## config.mk

```make
export PLATFORM = sky130hd
export DESIGN_NAME = datapath_sequencer
export DESIGN_NICKNAME = d
export VERILOG_FILES = /design/src/rtl/datapath_sequencer.sv
export SDC_FILE = /design/constraint.sdc
export NUM_CORES = 1
export LEC_CHECK = 0
export CAP_MARGIN = 20
export CORE_MARGIN = 2
export CORE_UTILIZATION = 25
export DETAILED_ROUTE_END_ITERATION = 10
export DONT_BUFFER_PORTS = 1
export GPL_TIMING_DRIVEN = 0
export PLACE_DENSITY = 0.47
export SLEW_MARGIN = 0
export SYNTH_ARGS = -nofsm -noshare
export SYNTH_HDL_FRONTEND = slang
export SYNTH_SLANG_ARGS = --single-unit
```

## constraint.sdc

```tcl
create_clock -name clk -period 1.7 [get_ports clk]
set_input_delay 0.085 -clock clk [delete_from_list [all_inputs] [get_ports clk]]
set_output_delay 0.085 -clock clk [all_outputs]
set_load 0.01 [all_outputs]
```

## src/rtl/datapath_sequencer.sv

```systemverilog
// datapath_sequencer: multi-cycle controller that latches an instruction,
// decodes it and steps the datapath through MOV imm / MOV reg / ADD / CMP /
// AND / MVN. Build option: DATAPATH_SEQ_ILLEGAL_EN enables a sticky
// illegal-opcode flag; when undefined the flag is tied low.
module datapath_sequencer #(
   parameter int unsigned IW = 16
) (
   input  logic          clk,
   input  logic          reset,
   input  logic          load,
   input  logic          s,
   input  logic [IW-1:0] in,
   output logic          w,
   output logic [2:0]    readnum,
   output logic [2:0]    writenum,
   output logic          write,
   output logic          loada,
   output logic          loadb,
   output logic          asel,
   output logic          bsel,
   output logic [1:0]    shift,
   output logic [1:0]    ALUop,
   output logic          loadc,
   output logic          loads,
   output logic          vsel,
   output logic [IW-1:0] datapath_in,
   output logic          illegal
);

   localparam int unsigned IMM_W = 8;

   localparam logic [2:0] S_WAIT   = 3'd0;
   localparam logic [2:0] S_DECODE = 3'd1;
   localparam logic [2:0] S_GET_A  = 3'd2;
   localparam logic [2:0] S_GET_B  = 3'd3;
   localparam logic [2:0] S_EXEC   = 3'd4;
   localparam logic [2:0] S_WR_REG = 3'd5;
   localparam logic [2:0] S_WR_IMM = 3'd6;

   logic [2:0]    state_q, state_d;
   logic [IW-1:0] ir_q, ir_d;

   logic [2:0] opcode, rn, rd, rm;
   logic [1:0] op, sh;

   logic write_c, loada_c, loadb_c, loadc_c, loads_c;

   assign opcode = ir_q[15:13];
   assign op     = ir_q[12:11];
   assign rn     = ir_q[10:8];
   assign rd     = ir_q[7:5];
   assign sh     = ir_q[4:3];
   assign rm     = ir_q[2:0];

   assign datapath_in = {{(IW-IMM_W){ir_q[IMM_W-1]}}, ir_q[IMM_W-1:0]};

`ifdef DATAPATH_SEQ_ILLEGAL_EN
   logic illegal_q, illegal_d;
   assign illegal = illegal_q;
`else
   assign illegal = 1'b0;
`endif

   // State, instruction and status registers
   always_ff @(posedge clk) begin
      if (reset) begin
         state_q   <= S_WAIT;
         ir_q      <= '0;
`ifdef DATAPATH_SEQ_ILLEGAL_EN
         illegal_q <= 1'b0;
`endif
      end else begin
         state_q   <= state_d;
         ir_q      <= ir_d;
`ifdef DATAPATH_SEQ_ILLEGAL_EN
         illegal_q <= illegal_d;
`endif
      end
   end

   // Next-state, instruction capture and sticky illegal flag
   always_comb begin
      state_d = state_q;
      ir_d    = ir_q;
`ifdef DATAPATH_SEQ_ILLEGAL_EN
      illegal_d = illegal_q;
`endif
      case (state_q)
         S_WAIT: begin
            if (s) begin
               state_d = S_DECODE;
`ifdef DATAPATH_SEQ_ILLEGAL_EN
               illegal_d = 1'b0;
`endif
            end else if (load) begin
               ir_d = in;
            end
         end
         S_DECODE: begin
            case ({opcode, op})
               5'b110_10: state_d = S_WR_IMM;
               5'b110_00,
               5'b101_11: state_d = S_GET_B;
               5'b101_00,
               5'b101_01,
               5'b101_10: state_d = S_GET_A;
               default: begin
                  state_d = S_WAIT;
`ifdef DATAPATH_SEQ_ILLEGAL_EN
                  illegal_d = 1'b1;
`endif
               end
            endcase
         end
         S_GET_A:  state_d = S_GET_B;
         S_GET_B:  state_d = S_EXEC;
         // CMP only updates status, so it skips the write-back state
         S_EXEC:   state_d = (opcode == 3'b101 && op == 2'b01) ? S_WAIT : S_WR_REG;
         S_WR_REG: state_d = S_WAIT;
         S_WR_IMM: state_d = S_WAIT;
         default:  state_d = S_WAIT;
      endcase
   end

   // Moore output decode from the current state and IR fields
   always_comb begin
      w        = 1'b0;
      readnum  = 3'd0;
      writenum = 3'd0;
      write_c  = 1'b0;
      loada_c  = 1'b0;
      loadb_c  = 1'b0;
      loadc_c  = 1'b0;
      loads_c  = 1'b0;
      asel     = 1'b0;
      bsel     = 1'b0;
      vsel     = 1'b0;
      shift    = 2'b00;
      ALUop    = 2'b00;
      case (state_q)
         S_WAIT:  w = 1'b1;
         S_GET_A: begin
            readnum = rn;
            loada_c = 1'b1;
         end
         S_GET_B: begin
            readnum = rm;
            loadb_c = 1'b1;
         end
         S_EXEC: begin
            shift = sh;
            if (opcode == 3'b110) begin
               asel  = 1'b1;
               ALUop = 2'b00;
            end else begin
               ALUop = op;
            end
            if (opcode == 3'b101 && op == 2'b01) loads_c = 1'b1;
            else                                 loadc_c = 1'b1;
         end
         S_WR_REG: begin
            writenum = rd;
            write_c  = 1'b1;
         end
         S_WR_IMM: begin
            vsel     = 1'b1;
            writenum = rn;
            write_c  = 1'b1;
         end
         default: ;
      endcase
   end

   // Reset suppresses every commit so an interrupted op leaves no trace
   assign write = write_c & ~reset;
   assign loada = loada_c & ~reset;
   assign loadb = loadb_c & ~reset;
   assign loadc = loadc_c & ~reset;
   assign loads = loads_c & ~reset;

endmodule

```

==> impl_metrics.env <==
export IMPL_hp_class="input port to flip-flop"
export IMPL_clk_path_buf_depth=2
export IMPL_rsz0062_at_grt="false"
export IMPL_die_h_um=73.7
export IMPL_area_growth_pct=24.1
export IMPL_via_per_inst=4.90
export IMPL_portBuffers=0
export IMPL_synth_async_sr_flop_share=0
export IMPL_synth_distinct_cells=36
export IMPL_met1_usage=0.170
export IMPL_rrSetupSlack_ns=0.30
export IMPL_routedWlPerCell_um=14.1
export IMPL_drt_iter0_drc=48
export IMPL_yosys_area_top_type_share=0.313
export IMPL_status="finished, final reports clean"
export IMPL_ys_seq_elements=19
export IMPL_synth_edff_count=0
export IMPL_die_area_mm2=0.00543
export IMPL_clk_latency_ns=0.25
export IMPL_grt_max_degree=12
export IMPL_cp_data_arrival_time_ns=1.53
export IMPL_start_kind="flip-flop"
export IMPL_synth_flop_cell="dfxtp_1"
export IMPL_final_common_cell="dfxtp_1"
export IMPL_gp_congestion=0.722
export IMPL_vdd_ir_drop_max_v=0.000227
export IMPL_layout_drive_gt1_share=0.200
export IMPL_cts_sinks=19
export IMPL_slowest_stage="or3b_1"
export IMPL_use_met2=0.198
export IMPL_drv_slew=0
export IMPL_grt_pass1_vias=1083
export IMPL_post_route_period_util=0.948
export IMPL_hp_start="reset"
export IMPL_worstSetupPathType="flip-flop to output port"
export IMPL_max_cap_violations=0
export IMPL_tightest_slew_ns=0.500
export IMPL_hpwl_mm=2.54
export IMPL_firstDrtPassIters=4
export IMPL_synthCells=154
export IMPL_slew_headroom=0.666
export IMPL_cts_max_level=1
export IMPL_hold_path_depth=2
export IMPL_vias=1123
export IMPL_cts_made_buffers=3
export IMPL_num_antenna_cells=0
export IMPL_max_stage_delay_ns=0.41
export IMPL_cts_tree="built"
export IMPL_nNetsFinal=196
export IMPL_hold_viol=0
export IMPL_ant_nets=0
export IMPL_endpoint_kind="output port"
export IMPL_whs_endpoint="state_q[2]"
export IMPL_initial_utilization=0.259
export IMPL_r2r_start="state_q[2]"
export IMPL_io_pins=56
export IMPL_antenna_found_initial=0
export IMPL_path_cells="clkbuf_2 > or3b_1 > nor3b_1"
export IMPL_ys_warn_count=0
export IMPL_path_clk_slew_ns=0.07
export IMPL_layout_cells_non_filler=229
export IMPL_reg2reg_to="ir_q[10]"
export IMPL_tns_ns=0
export IMPL_finalWirelength_mm=3.22
export IMPL_syn_avg_cell_area_um2=7.88
export IMPL_globalRoute_busiestLayer="met2"
export IMPL_worstPathMaxFanout=10
export IMPL_yosysSeqAreaShare=0.313
export IMPL_post_place_cells=209
export IMPL_p_leak_nw=0.548
export IMPL_rows=25
export IMPL_max_freq_mhz=621
export IMPL_p_per_area_mw_per_mm2=657
export IMPL_setup_violations_final=0
export IMPL_grt_pass1_wl_mm=5.31
export IMPL_grt_use_total=0.125
export IMPL_synthTopCellsByArea="dfxtp_1 (31%), buf_4 (11%), a21oi_1 (7.4%), nand3_1 (6.2%), nor2b_1 (4.1%)"
export IMPL_die_w_um=73.7
export IMPL_finalCriticalPeriod_ns=1.61
export IMPL_synth_top_area_cell="dfxtp_1"
export IMPL_required_ns=1.62
export IMPL_rr_worst_depth=5
export IMPL_drc=0
export IMPL_grt_met3_usage=0.0247
export IMPL_fin_worst_skew_ns=0.00147
export IMPL_post_cts_buffers=0
export IMPL_power_total_w=0.000989
export IMPL_layout_common_cells="dfxtp_1 (19), a21oi_1 (18), buf_4 (18), dlygate4sd3_1 (16), nand3_1 (15)"
export IMPL_overflow=0
export IMPL_clock_root_buffer="clkbuf_8"
export IMPL_synth_area_mm2=0.00121
export IMPL_core_area_mm2=0.00469
==> critical path, delay by kind of cell (launching register included) <==
family / cells / cell delay, ns
buffers and inverters: 1 / 0.17
flip-flops: 1 / 0.30
AND/OR/NAND/NOR: 2 / 0.79
==> sequential cells by signal, indices dropped and copies added, names as in the netlist <==
name,count
state_q,3
ir_q,16
==> metal layers <==
| metal | part of all wire | wire length, µm | vias to the layer above |
|---|---|---|---|
| met1 | 0.45 | 1450 | 527 |
| met5 | 0 | 0 | - |
| met2 | 0.49 | 1580 | 26 |
| li1 | - | - | 565 |
| met3 | 0.045 | 145 | 5 |
| met4 | 0.014 | 46 | 0 |
==> final cells by class <==
cell class,instances,area [µm²]
plain buffers,29,214
clock buffers,4,45.0
fillers,506,3190
inverters,2,15.0
multi-input cells,105,624
flip-flops and latches,19,380
well taps,54,67.6
repair buffers,16,160
==> what timing repair did <==
item	4_1_cts	5_1_grt
endpoints found under the setup margin	2	6
hold buffers	16	0
gates resized for setup	3	3
hold endpoints to repair	16	0
gates cloned	0	0
pin swaps	0	0
==> where the power goes <==
group	internal, W	switching (W)
registers	0.000465	0.0000218
logic	0.0000964	0.0000930
clock network	0.000167	0.000147
==> Yosys cell counts (all sizes together) (2+ instances only) <==
cell and n:
and2 5, dfxtp 19, a21oi 18, o21ai 18
nand3b 2, a31oi 2, nor2 7, a22oi 3
nor2b 8, buf 22, mux2i 3, nor3b 4
or3 2, clkbuf 7, inv 2, nand3 16
nand2b 3, nand2 2
==> cell families (layout without fill, tap and decap cells) <==
group                  Yosys count  after routing  share of synthesized area
AOI/OAI and AO/OA               43             43                      0.191
other                            1              2                    0.00309
and+or+nand+nor                 57             57                      0.280
buffers and inverters           31             51                      0.188
DFF                             19             19                      0.313
muxes                            3              3                     0.0247
==> through the flow <==
stage	setup slack, ns	hold WS, ns	utilization	instance area, µm²
finish	0.0892	0.0545	0.321	1510
global route	0.0191	0.0630	0.321	1510
CTS	0.0404	0.0469	0.320	1500
detailed placement	0.190	0.229	0.274	1280
global placement	0.207	0.226	0.274	1280
floorplan	0.399	0.216	-	1220
==> worst max-delay path by stage <==
stage	cells after the start	startpoint	to	slack, ns
after floorplan	5	state_q[2]	ir_q[10]	0.40
final	3	state_q[1]	loadc	0.09
after global placement	4	state_q[1]	write	0.21
after CTS	3	state_q[1]	loadc	0.04
after detailed placement	4	state_q[1]	write	0.19
after global routing	3	state_q[1]	loads	0.02
Power figures use the tool's default switching activity.
